File: config.mk
export PLATFORM = sky130hd
export DESIGN_NAME = ex_stall_ctrl
export DESIGN_NICKNAME = d
export VERILOG_FILES = /design/src/rtl/ex_stall_ctrl.sv
export SDC_FILE = /design/constraint.sdc
export NUM_CORES = 1
export LEC_CHECK = 0
export CAP_MARGIN = 10
export CORE_MARGIN = 2
export CORE_UTILIZATION = 40
export DETAILED_ROUTE_END_ITERATION = 12
export PLACE_DENSITY_LB_ADDON = 0.12
export SYNTH_ARGS = -nofsm -noshare
export SYNTH_HDL_FRONTEND = slang
export SYNTH_SLANG_ARGS = --single-unit
export TNS_END_PERCENT = 30
File: constraint.sdc
create_clock -name clk -period 1.7 [get_ports clk]
set_input_delay 0.34 -clock clk [delete_from_list [all_inputs] [get_ports clk]]
set_output_delay 0.34 -clock clk [all_outputs]
set_load 0.01 [all_outputs]
File: src/rtl/ex_stall_ctrl.sv
// EX stall controller: sequences madd two-step and divider handshake,
// merges ID/EX/MEM stall requests into the 6-bit pipeline stall vector.
//
// Ports:
//   clk, rst      : clock, synchronous active-high reset
//   flush         : pipeline flush, cancels any multi-cycle op
//   stallreq_id   : ID load-use hazard request
//   stallreq_mem  : MEM not-ready request
//   ex_madd       : EX holds madd/maddu/msub/msubu
//   ex_div        : EX holds div/divu
//   div_ready     : divider result valid
//   stall         : [0]=pc [1]=if [2]=id [3]=ex [4]=mem [5]=wb, 1 = stop
//   cnt_o         : madd step index to EX
//   div_start     : divider start level
//   div_cancel    : one-cycle divider abort
//   div_err       : one-cycle divider timeout pulse
//   busy          : FSM not idle
module ex_stall_ctrl #(
  parameter int DIV_TIMEOUT = 40,
  parameter int CNT_W       = 6
) (
  input  logic       clk,
  input  logic       rst,
  input  logic       flush,
  input  logic       stallreq_id,
  input  logic       stallreq_mem,
  input  logic       ex_madd,
  input  logic       ex_div,
  input  logic       div_ready,
  output logic [5:0] stall,
  output logic [1:0] cnt_o,
  output logic       div_start,
  output logic       div_cancel,
  output logic       div_err,
  output logic       busy
);

  typedef enum logic [1:0] {
    IDLE     = 2'd0,
    MADD2    = 2'd1,
    DIV_WAIT = 2'd2
  } state_t;

  localparam logic [5:0] STALL_MEM  = 6'b011111;
  localparam logic [5:0] STALL_EX   = 6'b001111;
  localparam logic [5:0] STALL_ID   = 6'b000111;
  localparam logic [5:0] STALL_NONE = 6'b000000;

  localparam logic [CNT_W-1:0] WAIT_LAST = CNT_W'(DIV_TIMEOUT - 1);

  state_t           state;
  state_t           state_nxt;
  logic [1:0]       cnt_nxt;
  logic [CNT_W-1:0] wcnt;
  logic [CNT_W-1:0] wcnt_nxt;
  logic             done;
  logic             done_nxt;
  logic             err_nxt;
  logic             ex_req;

  always_ff @(posedge clk) begin
    if (rst) begin
      state   <= IDLE;
      cnt_o   <= 2'd0;
      wcnt    <= '0;
      done    <= 1'b0;
      div_err <= 1'b0;
    end else begin
      state   <= state_nxt;
      cnt_o   <= cnt_nxt;
      wcnt    <= wcnt_nxt;
      done    <= done_nxt;
      div_err <= err_nxt;
    end
  end

  always_comb begin
    state_nxt  = state;
    cnt_nxt    = cnt_o;
    wcnt_nxt   = wcnt;
    done_nxt   = done;
    err_nxt    = 1'b0;
    ex_req     = 1'b0;
    stall      = STALL_NONE;
    div_start  = 1'b0;
    div_cancel = 1'b0;
    busy       = (state != IDLE);

    if (rst) begin
      busy = 1'b0;
    end else if (flush) begin
      state_nxt  = IDLE;
      cnt_nxt    = 2'd0;
      wcnt_nxt   = '0;
      done_nxt   = 1'b0;
      div_cancel = (state == DIV_WAIT);
    end else if (stallreq_mem) begin
      // Everything frozen; a result landing now is remembered in done.
      stall = STALL_MEM;
      if (state == DIV_WAIT) begin
        div_start = 1'b1;
        if (div_ready) done_nxt = 1'b1;
      end
    end else begin
      unique case (state)
        IDLE: begin
          if (ex_madd) begin
            ex_req    = 1'b1;
            state_nxt = MADD2;
            cnt_nxt   = 2'd1;
          end else if (ex_div) begin
            ex_req    = 1'b1;
            div_start = 1'b1;
            state_nxt = DIV_WAIT;
            wcnt_nxt  = '0;
          end
        end
        MADD2: begin
          cnt_nxt   = 2'd0;
          state_nxt = IDLE;
        end
        DIV_WAIT: begin
          div_start = 1'b1;
          if (div_ready || done) begin
            state_nxt = IDLE;
            done_nxt  = 1'b0;
          end else if (wcnt == WAIT_LAST) begin
            // Timeout: abort divider and release the pipe.
            div_cancel = 1'b1;
            err_nxt    = 1'b1;
            state_nxt  = IDLE;
            wcnt_nxt   = '0;
          end else begin
            ex_req   = 1'b1;
            wcnt_nxt = wcnt + 1'b1;
          end
        end
        default: begin
          state_nxt = IDLE;
        end
      endcase

      if (ex_req) stall = STALL_EX;
      else if (stallreq_id) stall = STALL_ID;
    end
  end

endmodule

* Word-level counts from Yosys, hierarchy flattened *
Cells that the tools add are included.

operators by class
  add/sub/neg operators = 1
  equal/unequal tests = 10
  muxes and demuxes = 43
  bitwise gates (word level) = 1
  reduce and logical (&&, ||, !) cells = 11

operator list
  kind                                                   count
  two-way mux 1 bit                                      24
  two-way mux 6 bit                                      4
  two-way mux 5 bit                                      3
  one-hot mux 6 bit (2 select lines)                     1
  two-way mux 2 bit                                      5
  AND reduction 3 bit                                    3
  inequality test 2 bit, second input constant           4
  one-hot mux 2 bit (2 select lines)                     2
  nonzero test 2 bit                                     4
  adder 6 x 1 -> 6 bit, second input constant            1
  == test 6 bit, second input constant                   1
  AND reduction 5 bit                                    1
  two-way mux 4 bit                                      1
  one-hot mux 1 bit (2 select lines)                     2
  two-way mux 3 bit                                      1
  inequality test 3 x 1 -> 1 bit, second input constant  1
  inequality test 3 bit, second input constant           1
  == test 2 x 1 -> 1 bit, second input constant          1
  == test 2 bit, second input constant                   1
  logical NOT 2 bit                                      1
  inequality test 2 x 1 -> 1 bit, second input constant  1
  OR reduction 2 bit                                     1
  logical OR 1 bit                                       1
  inverter 1 bit                                         1

storage, ports and cells
  flip-flop bits (word level) = 12
  input port bits = 8
  output and inout bits = 12

* Depth between registers and ports, before layout *
  word-level depth = 11
  mapped depth = 5
  depth with buffers taken out = 5

* Worst setup path after synthesis *
OpenSTA, ideal clock, no wires.

  kind = reg-to-output
  start = register wcnt[0]
  end = output stall[1]
  data arrival time = 1.362 ns
  required time = 1.360 ns
  path slack = -0.002 ns
  cell stages (with the launch flop) = 6
  buffers on the path = 1
  cell sequence = dfxtp_1 > ha_1 > nand4_1 > nand2_1 > a21oi_1 > buf_4

on the way
  word-level cells in the longest chain between the ends = 11

RTL lines
  what                                RTL line  source
  from (decl)                         54        logic [CNT_W-1:0] wcnt;
  from (signal assigned)              71        wcnt <= wcnt_nxt;
  == test 6 bit                       127       end else if (wcnt == WAIT_LAST) begin
  two-way mux 1 bit                   127
  two-way mux 1 bit                   124       if (div_ready || done) begin
  one-hot mux 1 bit (2 select lines)  105       unique case (state)
  two-way mux 1 bit                   97        end else if (stallreq_mem) begin
  two-way mux 1 bit                   91        end else if (flush) begin
  two-way mux 1 bit                   89        if (rst) begin
  two-way mux 4 bit                   143       if (ex_req) stall = STALL_EX;
  two-way mux 5 bit                   97
  two-way mux 5 bit                   91
  two-way mux 5 bit                   89
  to (decl)                           30        output logic [5:0] stall,

No other way between the ends. The select of a mux whose other input is x is not followed.

* Worst setup path in the final report *
  start = register wcnt[0]
  end = output div_cancel

on the way
  word-level cells in the longest chain between the ends = 7

RTL lines
  what               RTL line  source
  == test 6 bit      127
  two-way mux 1 bit  127
  two-way mux 1 bit  124
  two-way mux 1 bit  105
  two-way mux 1 bit  97
  two-way mux 1 bit  91
  two-way mux 1 bit  89
  to (decl)          33        output logic div_cancel,

No other way between the ends.

==> out/qor.txt <==
Leading cell type in the layout, fill and taps excluded = buf_4
Placer's final routability congestion estimate = 0.793
Total number of vias = 800
Maximum fanout along the worst path = 2
Data required time of the worst path = 1.36 ns
PwrDens = 508 mW/mm^2
Final Hold Fails = 0
Routed wire length = 1850 um
Final global-route overflow total = 0
Worst reg2reg path startpoint = state[1]
Master cell of the clock root buffer = clkbuf_4
Average wire per standard cell = 12.2 um
Initial Util = 41.9%
Row cnt = 15
Class of the worst hold path = in -> reg
Critical path buffers and inverters = 2
Die X = 46.1 um
Number of buffers created by CTS = 3
Sequential cell fraction of total power = 46.5%
Period utilization = 98.4%
Power spent charging and discharging nets = 0.000161 W
Final count of negative-setup-slack endpoints = 0
Cell-by-cell listing of the critical path = ha_4, nand4_1, buf_4, o21ai_2, buf_2
Number of buffers between clock root and the deepest sink = 2
Timing-limited maximum frequency = 598 MHz
Kind of cell adding the most delay to the critical path = flip-flops
Pin count of the biggest net entering global routing = 8
Static leakage power = 0.469 nW
Launch point of the worst hold path = stallreq_mem
Unrepaired setup endpoints after global routing = true
Critical path's slowest cell = dfxtp_2
Worst endpoint data arrival time = 1.33 ns
Number of clock sinks seen by CTS = 11
Length in cells of the worst reg-to-reg path = 5
# H-tree levels = 1
Instance count along the most critical hold path = 3
Register-to-Register Setup Slack = 0.34 ns
HPWL Detailed = 1450 um
Total track usage = 19.6%
Number of DRC markers after the initial detailed-route iteration = 3
N_diodes = 0
WS Path Type = reg -> out
Die height = 46.1 um
Flop and latch count out of synthesis = 11
Sequential share of the synthesized area = 31.1%
Final worst clock skew = 0.00824 ns
Vias per cell = 5.30
Clk pin slew, worst setup/hold paths = 0.09 ns
Fraction of final layout cells with drive strength greater than 1 = 44.0%
Vias in the first global route = 734
Worst slack at placement = -0.642 ns
Worst slack on hold paths = 0.493 ns
Share of total power consumed by net switching = 28.7%
Global-route wire length before repair = 2930 um
Number of buffers inserted for hold repair after clock tree synthesis = 0
Layout overhead on the synthesized area = 56.0%
TritonCTS clock tree = yes
Number of different library cells in the post-synthesis netlist = 35
Hold-critical path endpoint = done
Combined area of all synthesized cells = 708 um^2
Capturing point of the worst reg2reg path = wcnt[5]
Count of input and output buffers = 17
Least setup slack across all paths after layout = 0.0280 ns
Avg Inst Size Synth = 7.96 um^2
Post-detailed-route count of antenna-violating nets = 0
Die Footprint = 0.00212 mm^2
Run status = completed
Clock latency on the worst-skew pair = 0.28 ns
Number of maximum-capacitance violations = 0
Number of flops mapped to enable cells by yosys = 0
Asr flop ratio synth = 0%
Ys flop type = dfxtp_1
Detailed-router iteration count before antenna repair = 3
Number of antenna violations at the first check in global routing = 0
Cells after synthesis = 89
Min Tclk post-route = 1.67 ns
Crit. End Element = primary output
Placeable Area = 0.00169 mm^2
Slew Limit Fails = 0
DRC violations left = 0
Number of ports placed on the die boundary = 20
P_int = 0.000400 W
Relative contribution of combinational cells to total power = 19.1%
Yosys warning count = 0
Critical path startpoint category = register
Number of nets in the layout = 144
Most used cells in the layout excluding fill and tap cells = 30 x buf_4, 15 x nor2_1, 7 x nand2_1, 7 x dfxtp_1, 7 x dlygate4sd2_1
Worst stage delay on the critical path = 0.36 ns
Largest vdd supply drop = 0.000341 V
Clk network pwr share = 34.4%
[per-layer routing]
| layer | global-route usage, % | routed length [um] |
|---|---|---|
| met5 | 0 | 0 |
| met4 | 12.0 | 47 |
| met3 | 3.92 | 47 |
| met2 | 32.8 | 937 |
| met1 | 22.5 | 814 |
[area by class of cell]
| class | instances | area (um^2) |
|---|---|---|
| fillers | 176 | 584 |
| multi-input cells | 71 | 473 |
| repair buffers | 47 | 352 |
| flip-flops and latches | 11 | 228 |
| clock buffers | 3 | 22.5 |
| well taps | 17 | 21.3 |
| clock inverters | 1 | 5.00 |
| inverters | 1 | 3.75 |
[cells by family (layout without fill, tap and decap cells)]
family / after synthesis / after routing / synth area share, %
AO/OA/AOI/OAI: 19 / 19 / 17.5
XOR/XNOR: 2 / 2 / 2.47
adder cells (fa/ha/maj): 1 / 1 / 1.77
buffers and inverters: 8 / 52 / 7.77
flip-flops: 11 / 11 / 31.1
other: 1 / 2 / 0.530
AND/OR/NAND/NOR: 47 / 47 / 38.9
[worst register-to-register path: stages (launching register included)]
cell	delay (ns)
dfxtp_4	0.37
buf_4	0.16
nor3b_2	0.29
o21ai_2	0.12
a311oi_2	0.24
nor3_1	0.07
[flip-flops by register name (all words and copies together), names as in the netlist]
register	cells
wcnt	6
state	2
cnt_o	1
div_err	1
done	1
[stage by stage]
stage | setup TNS [ns] | instances | cell area [um^2] | utilization (%) | total power, W
after floorplan | 0 | 90 | 716 | - | 0.000320
after global placement | -4.44 | 145 | 1070 | 63.1 | 0.000382
after global routing | -0.0756 | 151 | 1100 | 65.4 | 0.000590
final | 0 | 151 | 1100 | 65.4 | 0.000561
after detailed placement | -4.92 | 145 | 1070 | 63.1 | 0.000383
after CTS | -0.529 | 150 | 1090 | 64.3 | 0.000563
[Yosys cell counts, drive strengths merged, types with 2 or more instances]
| master | number | area, um^2 |
|---|---|---|
| dfxtp | 11 | 220 |
| nand2b | 2 | 20.0 |
| nand3 | 3 | 15.0 |
| nor3 | 3 | 15.0 |
| nor3b | 3 | 38.8 |
| o21ai | 5 | 28.8 |
| a21oi | 6 | 30.0 |
| o211ai | 2 | 15.0 |
| a31oi | 2 | 12.5 |
| buf | 7 | 51.3 |
| nand4 | 2 | 12.5 |
| nand2 | 8 | 30.0 |
| and3 | 2 | 12.5 |
| nand3b | 3 | 22.5 |
| xor2 | 2 | 17.5 |
| nor2 | 16 | 60.1 |
[worst max path at each step]
stage / from / end / slack [ns] / cells past startpoint
2_1_floorplan: wcnt[0] / stall[1] / 0.08 / 5
3_3_place_gp: stallreq_mem / div_cancel / -0.62 / 5
3_5_place_dp: stallreq_mem / div_cancel / -0.64 / 5
4_1_cts: wcnt[0] / stall[0] / -0.14 / 5
5_1_grt: wcnt[0] / div_cancel / -0.02 / 5
6_report: wcnt[0] / div_cancel / 0.03 / 5
[power groups by stage]
stage	clock [W]	combinational, W	sequential [W]
2_1_floorplan	0	0.0000531	0.000267
3_3_place_gp	0	0.000114	0.000268
3_5_place_dp	0	0.000115	0.000268
4_1_cts	0.000193	0.000108	0.000262
5_1_grt	0.000210	0.000119	0.000261
6_report	0.000193	0.000107	0.000261
[repair_timing]
action | CTS | global route
pin swaps | 4 | 3
resized for setup | 29 | 19
buffers inserted | 1 | 1
endpoints found under the setup margin | 8 | 6
Power figures use the tool's default switching activity.
